<file path="config.mk">
export PLATFORM = sky130hd
export DESIGN_NAME = dtw_frame_feeder
export DESIGN_NICKNAME = d
export VERILOG_FILES = /design/src/rtl/dtw_frame_feeder.sv
export SDC_FILE = /design/constraint.sdc
export NUM_CORES = 1
export LEC_CHECK = 0
export BUFFER_PORTS_ARGS = -buffer_cell sky130_fd_sc_hd__buf_4
export CELL_PAD_IN_SITES_DETAIL_PLACEMENT = 0
export CELL_PAD_IN_SITES_GLOBAL_PLACEMENT = 1
export CORE_AREA = 2 2 90 179
export CTS_BUF_LIST = sky130_fd_sc_hd__clkbuf_4 sky130_fd_sc_hd__clkbuf_8
export DETAILED_ROUTE_END_ITERATION = 10
export DIE_AREA = 0 0 92 181
export GPL_TIMING_DRIVEN = 0
export PLACE_DENSITY = 0.84
export SYNTH_ARGS = -nofsm -noshare
export SYNTH_HDL_FRONTEND = slang
export SYNTH_SLANG_ARGS = --single-unit
</file>
<file path="constraint.sdc">
create_clock -name clk -period 4.3 [get_ports clk]
set_input_delay 0.645 -clock clk [delete_from_list [all_inputs] [get_ports clk]]
set_output_delay 0.645 -clock clk [all_outputs]
set_load 0.01 [all_outputs]
</file>
<file path="src/rtl/dtw_frame_feeder.sv">
// DTW input stage: packs three 10-bit feature components into framed 32-bit sample words,
// buffers them in a small FIFO and enforces the controller's maximum sequence length.
module dtw_frame_feeder #(
   parameter int unsigned DEPTH  = 4,
   parameter int unsigned MAXLEN = 32
) (
   input  logic        clk,
   input  logic        nrst,
   input  logic        i_clr,
   input  logic [9:0]  i_comp,
   input  logic        i_comp_valid,
   input  logic        i_comp_first,
   input  logic        i_comp_last,
   output logic        o_comp_ready,
   output logic [31:0] o_Sin,
   output logic        o_valid,
   input  logic        i_ready,
   output logic [5:0]  o_vec_cnt,
   output logic        o_err
);

   localparam int unsigned PW = (DEPTH > 1) ? $clog2(DEPTH) : 1;
   localparam int unsigned CW = PW + 1;

   typedef enum logic [1:0] {StC0, StC1, StC2} state_e;

   state_e        r_state;
   logic [9:0]    r_c0, r_c1;
   logic          r_first, r_drop, r_err;
   logic [5:0]    r_vec_cnt;
   logic [PW-1:0] r_wptr, r_rptr;
   logic [CW-1:0] r_count;
   logic [31:0]   r_sin;
   logic [31:0]   r_mem [DEPTH];

   logic          w_acc, w_done, w_push, w_pop, w_hit;
   logic [5:0]    w_cnt_inc;
   logic [31:0]   w_word, w_head_nxt;
   logic [CW-1:0] w_count_nxt;
   logic [PW-1:0] w_rptr_nxt;

   assign o_comp_ready = (r_state != StC2) || (r_count < CW'(DEPTH));
   assign o_valid      = (r_count != '0);
   assign o_Sin        = r_sin;
   assign o_vec_cnt    = r_vec_cnt;
   assign o_err        = r_err;

   assign w_acc  = i_comp_valid && o_comp_ready;
   // A first flag on c1/c2 restarts the vector instead of completing it.
   assign w_done = w_acc && (r_state == StC2) && !i_comp_first;
   assign w_push = w_done && !r_drop;
   assign w_pop  = o_valid && i_ready;

   assign w_cnt_inc = r_first ? 6'd1 :
                      (r_vec_cnt >= 6'(MAXLEN)) ? 6'(MAXLEN) : r_vec_cnt + 6'd1;
   assign w_hit     = (w_cnt_inc == 6'(MAXLEN));
   assign w_word    = {r_first, i_comp_last | w_hit, r_c0, r_c1, i_comp};

   assign w_count_nxt = r_count + CW'(w_push) - CW'(w_pop);
   assign w_rptr_nxt  = r_rptr + PW'(w_pop);

   // Bypass the pushed word when it lands directly in the new head slot.
   always_comb begin
      w_head_nxt = '0;
      if (w_count_nxt != '0) begin
         if (w_push && (r_wptr == w_rptr_nxt)) w_head_nxt = w_word;
         else                                  w_head_nxt = r_mem[w_rptr_nxt];
      end
   end

   always_ff @(posedge clk) begin
      if (w_push && !i_clr) r_mem[r_wptr] <= w_word;
   end

   always_ff @(posedge clk or negedge nrst) begin
      if (!nrst) begin
         r_state   <= StC0;
         r_c0      <= '0;
         r_c1      <= '0;
         r_first   <= 1'b0;
         r_drop    <= 1'b0;
         r_err     <= 1'b0;
         r_vec_cnt <= '0;
         r_wptr    <= '0;
         r_rptr    <= '0;
         r_count   <= '0;
         r_sin     <= '0;
      end else if (i_clr) begin
         r_state   <= StC0;
         r_first   <= 1'b0;
         r_drop    <= 1'b0;
         r_err     <= 1'b0;
         r_vec_cnt <= '0;
         r_wptr    <= '0;
         r_rptr    <= '0;
         r_count   <= '0;
         r_sin     <= '0;
      end else begin
         if (w_acc) begin
            if (i_comp_first) begin
               r_c0    <= i_comp;
               r_first <= 1'b1;
               r_drop  <= 1'b0;
               r_state <= StC1;
               if (r_state != StC0) r_err <= 1'b1;
            end else begin
               case (r_state)
                  StC0: begin
                     r_c0    <= i_comp;
                     r_first <= 1'b0;
                     r_state <= StC1;
                  end
                  StC1: begin
                     r_c1    <= i_comp;
                     r_state <= StC2;
                  end
                  default: r_state <= StC0;
               endcase
            end
         end
         if (w_push) begin
            r_vec_cnt <= w_cnt_inc;
            r_wptr    <= r_wptr + PW'(1);
            if (w_hit && !i_comp_last) begin
               r_drop <= 1'b1;
               r_err  <= 1'b1;
            end
         end
         r_rptr  <= w_rptr_nxt;
         r_count <= w_count_nxt;
         r_sin   <= w_head_nxt;
      end
   end

endmodule

</file>
==> metrics.md <==
| Metric | Value |
|---|---|
| Largest net degree at the start of global routing | `71` |
| Slew of the pin with the lowest slew margin | `0.961 ns` |
| FILL cells | `1211` |
| Clock sink total | `198` |
| Setup violators final | `0` |
| Worst-case clock buffer depth | `2` |
| Worst hold margin | `about 0.33 ns` |
| Final #Nets | `between 500 and 600` |
| Clk pin slew, worst setup/hold paths | `about 0.10 ns` |
| Largest cells by area after synthesis | `edfxtp_1 48%, dfrtp_1 22%, mux4_2 9.0%` |
| Worst R2R Path Depth | `14` |
| Main synth FF type | `edfxtp_1` |
| Sequential cell area | `5600 µm²` |
| Skew-Pair Late Insertion Delay | `0.46 ns` |
| Via Count | `4181` |
| Max Freq | `0.250 GHz` |
| Crit-path max cell delay | `0.66 ns` |
| WL/cell | `20.8 µm` |
| Arrival @ worst endpoint | `4.32 ns` |
| Final hold viol count | `0` |
| Gr ovfl total | `0` |
| Min Tclk post-route | `between 4 and 5 ns` |
| Max_slew headroom | `a little over a third` |
| DRC Markers | `0` |
| Synth top cells by count | `128 x edfxtp_1, 70 x dfrtp_1, 42 x nand2_1, 32 x mux4_2` |
| Footprint of the multi-input gates | `about 2200 µm²` |
| CTS root buf | `clkbuf_8` |
| Drt total wl | `~16 mm` |
| Outcome | `complete, no violations` |
| TritonCTS Buffers | `17` |
| Post-synth EDFFs | `128` |
| Die area | `16700 µm²` |
| Min-Delay Path Class | `input port to async pin` |
| Drt first pass iters | `4` |
| Post-Syn Instances | `472` |
| Sequential share of the synthesized area | `70.2%` |
| Final period util | `93.1%` |
| Avg Inst Size Synth | `16.9 µm²` |
| Area Overhead vs Synth | `14.0%` |
| Power per cell area | `577 nW/µm²` |
| Post-synthesis net count | `499` |
| Setup Fix Bufs, Post-CTS | `0` |
| Initial DRC count | `250` |
| Max Cap Viol | `0` |
| DP HPWL | `10.4 mm` |
| First-pass GRT wire length | `25.1 mm` |
| Top cell type's share of synthesized area | `48.2%` |
| Setup_tns | `0 ns` |
| Clk_skew | `between 0.015 and 0.02 ns` |
| Rows | `64` |
| Routability Congestion | `0.789` |
| Crit Path Class | `flip-flop to flip-flop` |
| CP startpoint kind | `flip-flop` |
| Leak Pwr | `3.39 nW` |
| Most frequent cell after synthesis | `edfxtp_1` |
| Final slew viol count | `0` |
| Synth Warn # | `0` |
| Initial antenna violation count | `0` |
| Crit-path slowest cell | `clkbuf_1` |
| Cell Chain, Critical Path | `or4b_1, buf_2, nor2_1, inv_1, ha_1, inv_1, ha_1, inv_1, fa_1, xor2_1, xnor2_1, a31o_2, clkbuf_1, a21oi_2` |
| Crit path buffers/inverters | `5` |
| Worst-path fanout max | `10` |
| Die width | `92 µm` |
| Hold-fix buffers, CTS | `0` |
| Post-CTS Resized | `0` |
| TritonCTS clock tree | `done` |
| Unrepaired setup endpoints after global routing | `no` |
| Ports | `58` |
| Unique masters post-synth | `between 40 and 50` |
| Final Core Density | `roughly three fifths` |
| Tot GR Track Use | `~20%` |
| Number of synthesized register bits | `198` |
| Synth area leader | `edfxtp_1` |
| Critical Path End Type | `flip-flop` |
| H-tree levels | `4` |
| CORE AREA | `15200 µm²` |
| Starting density of the core | `a little over half` |
| Kind of cell adding the most delay to the critical path | `buffers and inverters` |
| Number of stages on the worst setup path | `14` |
| N_diodes | `0` |
| Critical Path RT | `4.61 ns` |
| Post-synth ARST share | `between 30% and 40%` |
| Die H | `181 µm` |
| Area of the mapped netlist | `7970 µm²` |
| Via density | `5.52` |
| Port buffer count | `55` |
| VDD IR max | `about 0.00027 V` |
| Antenna Nets Post-Route | `0` |
| Fraction of layout cells with a size suffix above 1 | `39.7%` |
| Vias in the first global route | `4449` |
| Crit path top cell by count | `inv_1` |
-- final cells by class --
class	count	share of cell area, %
clock inverters	12	2.07
repair buffers	55	4.54
plain buffers	25	1.82
well taps	198	2.73
flip-flops and latches	198	61.6
clock buffers	20	2.89
inverters	10	0.413
multi-input cells	239	24.0
-- cell usage in the layout (no fill, tap or decap), types with 4 or more instances in the layout --
| cell | netlist | routed |
|---|---|---|
| edfxtp_1 | 128 | 128 |
| dfrtp_1 | 70 | 70 |
| buf_4 | 1 | 56 |
| nand2_1 | 42 | 42 |
| mux4_2 | 32 | 32 |
| nand2_2 | 30 | 30 |
| a21oi_2 | 30 | 30 |
| mux2_2 | 20 | 20 |
| clkbuf_8 | 0 | 18 |
| nor2_1 | 12 | 12 |
| inv_1 | 10 | 10 |
| a21oi_1 | 10 | 10 |
| ha_1 | 9 | 9 |
| clkbuf_1 | 9 | 7 |
| buf_2 | 7 | 7 |
| nand3_1 | 6 | 6 |
| nor3_1 | 5 | 5 |
| buf_1 | 4 | 4 |
| nand2b_1 | 4 | 4 |
| and3_2 | 0 | 4 |
| inv_6 | 0 | 4 |
| bufinv_16 | 0 | 4 |
-- stage by stage --
| step | setup slack [ns] | std cells | instance area (µm²) | total power, mW |
|---|---|---|---|---|
| finish | 0.295 | 757 | 9090 | 5.24 |
| global route | 0.0288 | 757 | 9090 | 5.52 |
| CTS | 0.171 | 757 | 9080 | 5.31 |
| detailed placement | -0.160 | 725 | 8630 | 4.00 |
| global placement | -0.122 | 725 | 8630 | 3.96 |
| floorplan | 0.628 | 472 | 7970 | 3.53 |
-- state kept, by name, indices dropped and copies added (netlist names) --
register	count
o_Sin	32
o_err	1
o_vec_cnt	6
r_c0	10
r_c1	10
r_count	3
r_drop	1
r_first	1
r_mem	128
r_rptr	2
r_state	2
r_wptr	2
-- cell families after synthesis --
logic type      synth area share, %
flops                          70.2
simple gates                   7.69
compound gates                 5.20
mux                            11.9
buf+inv                        2.51
fa+ha+maj                      1.66
xor+xnor                      0.848
-- final timing paths --
kind                                     endpoint  slack (ns)              startpoint
max                            o_Sin[8]$_DFF_PN0_        0.29  r_state[0]$_DFFE_PN0P_
min                           o_Sin[25]$_DFF_PN0_        0.33                    nrst
max reg2reg                    o_Sin[8]$_DFF_PN0_        0.29  r_state[0]$_DFFE_PN0P_
min reg2reg                r_mem[3][31]$_DFFE_PP_        0.51     r_first$_DFFE_PN0P_
max in group asynchronous     r_c0[0]$_DFFE_PN0P_        3.34                    nrst
min in group clk            r_mem[1][1]$_DFFE_PP_        0.42               i_comp[1]
-- power by group --
part	switching [mW]	internal [mW]	leakage, nW
Combinational	0.790	0.765	1.09
Clock	0.642	0.676	0.232
Sequential	0.118	2.25	2.06
Total	1.55	3.69	3.39
-- routing by layer --
layer  track usage [%]  routed length (µm)
met4              6.57                 301
met5                 0                   0
met1              24.1                5910
met2              37.3                9070
met3              3.75                 478
No activity file was read; power rests on OpenSTA's default activity.
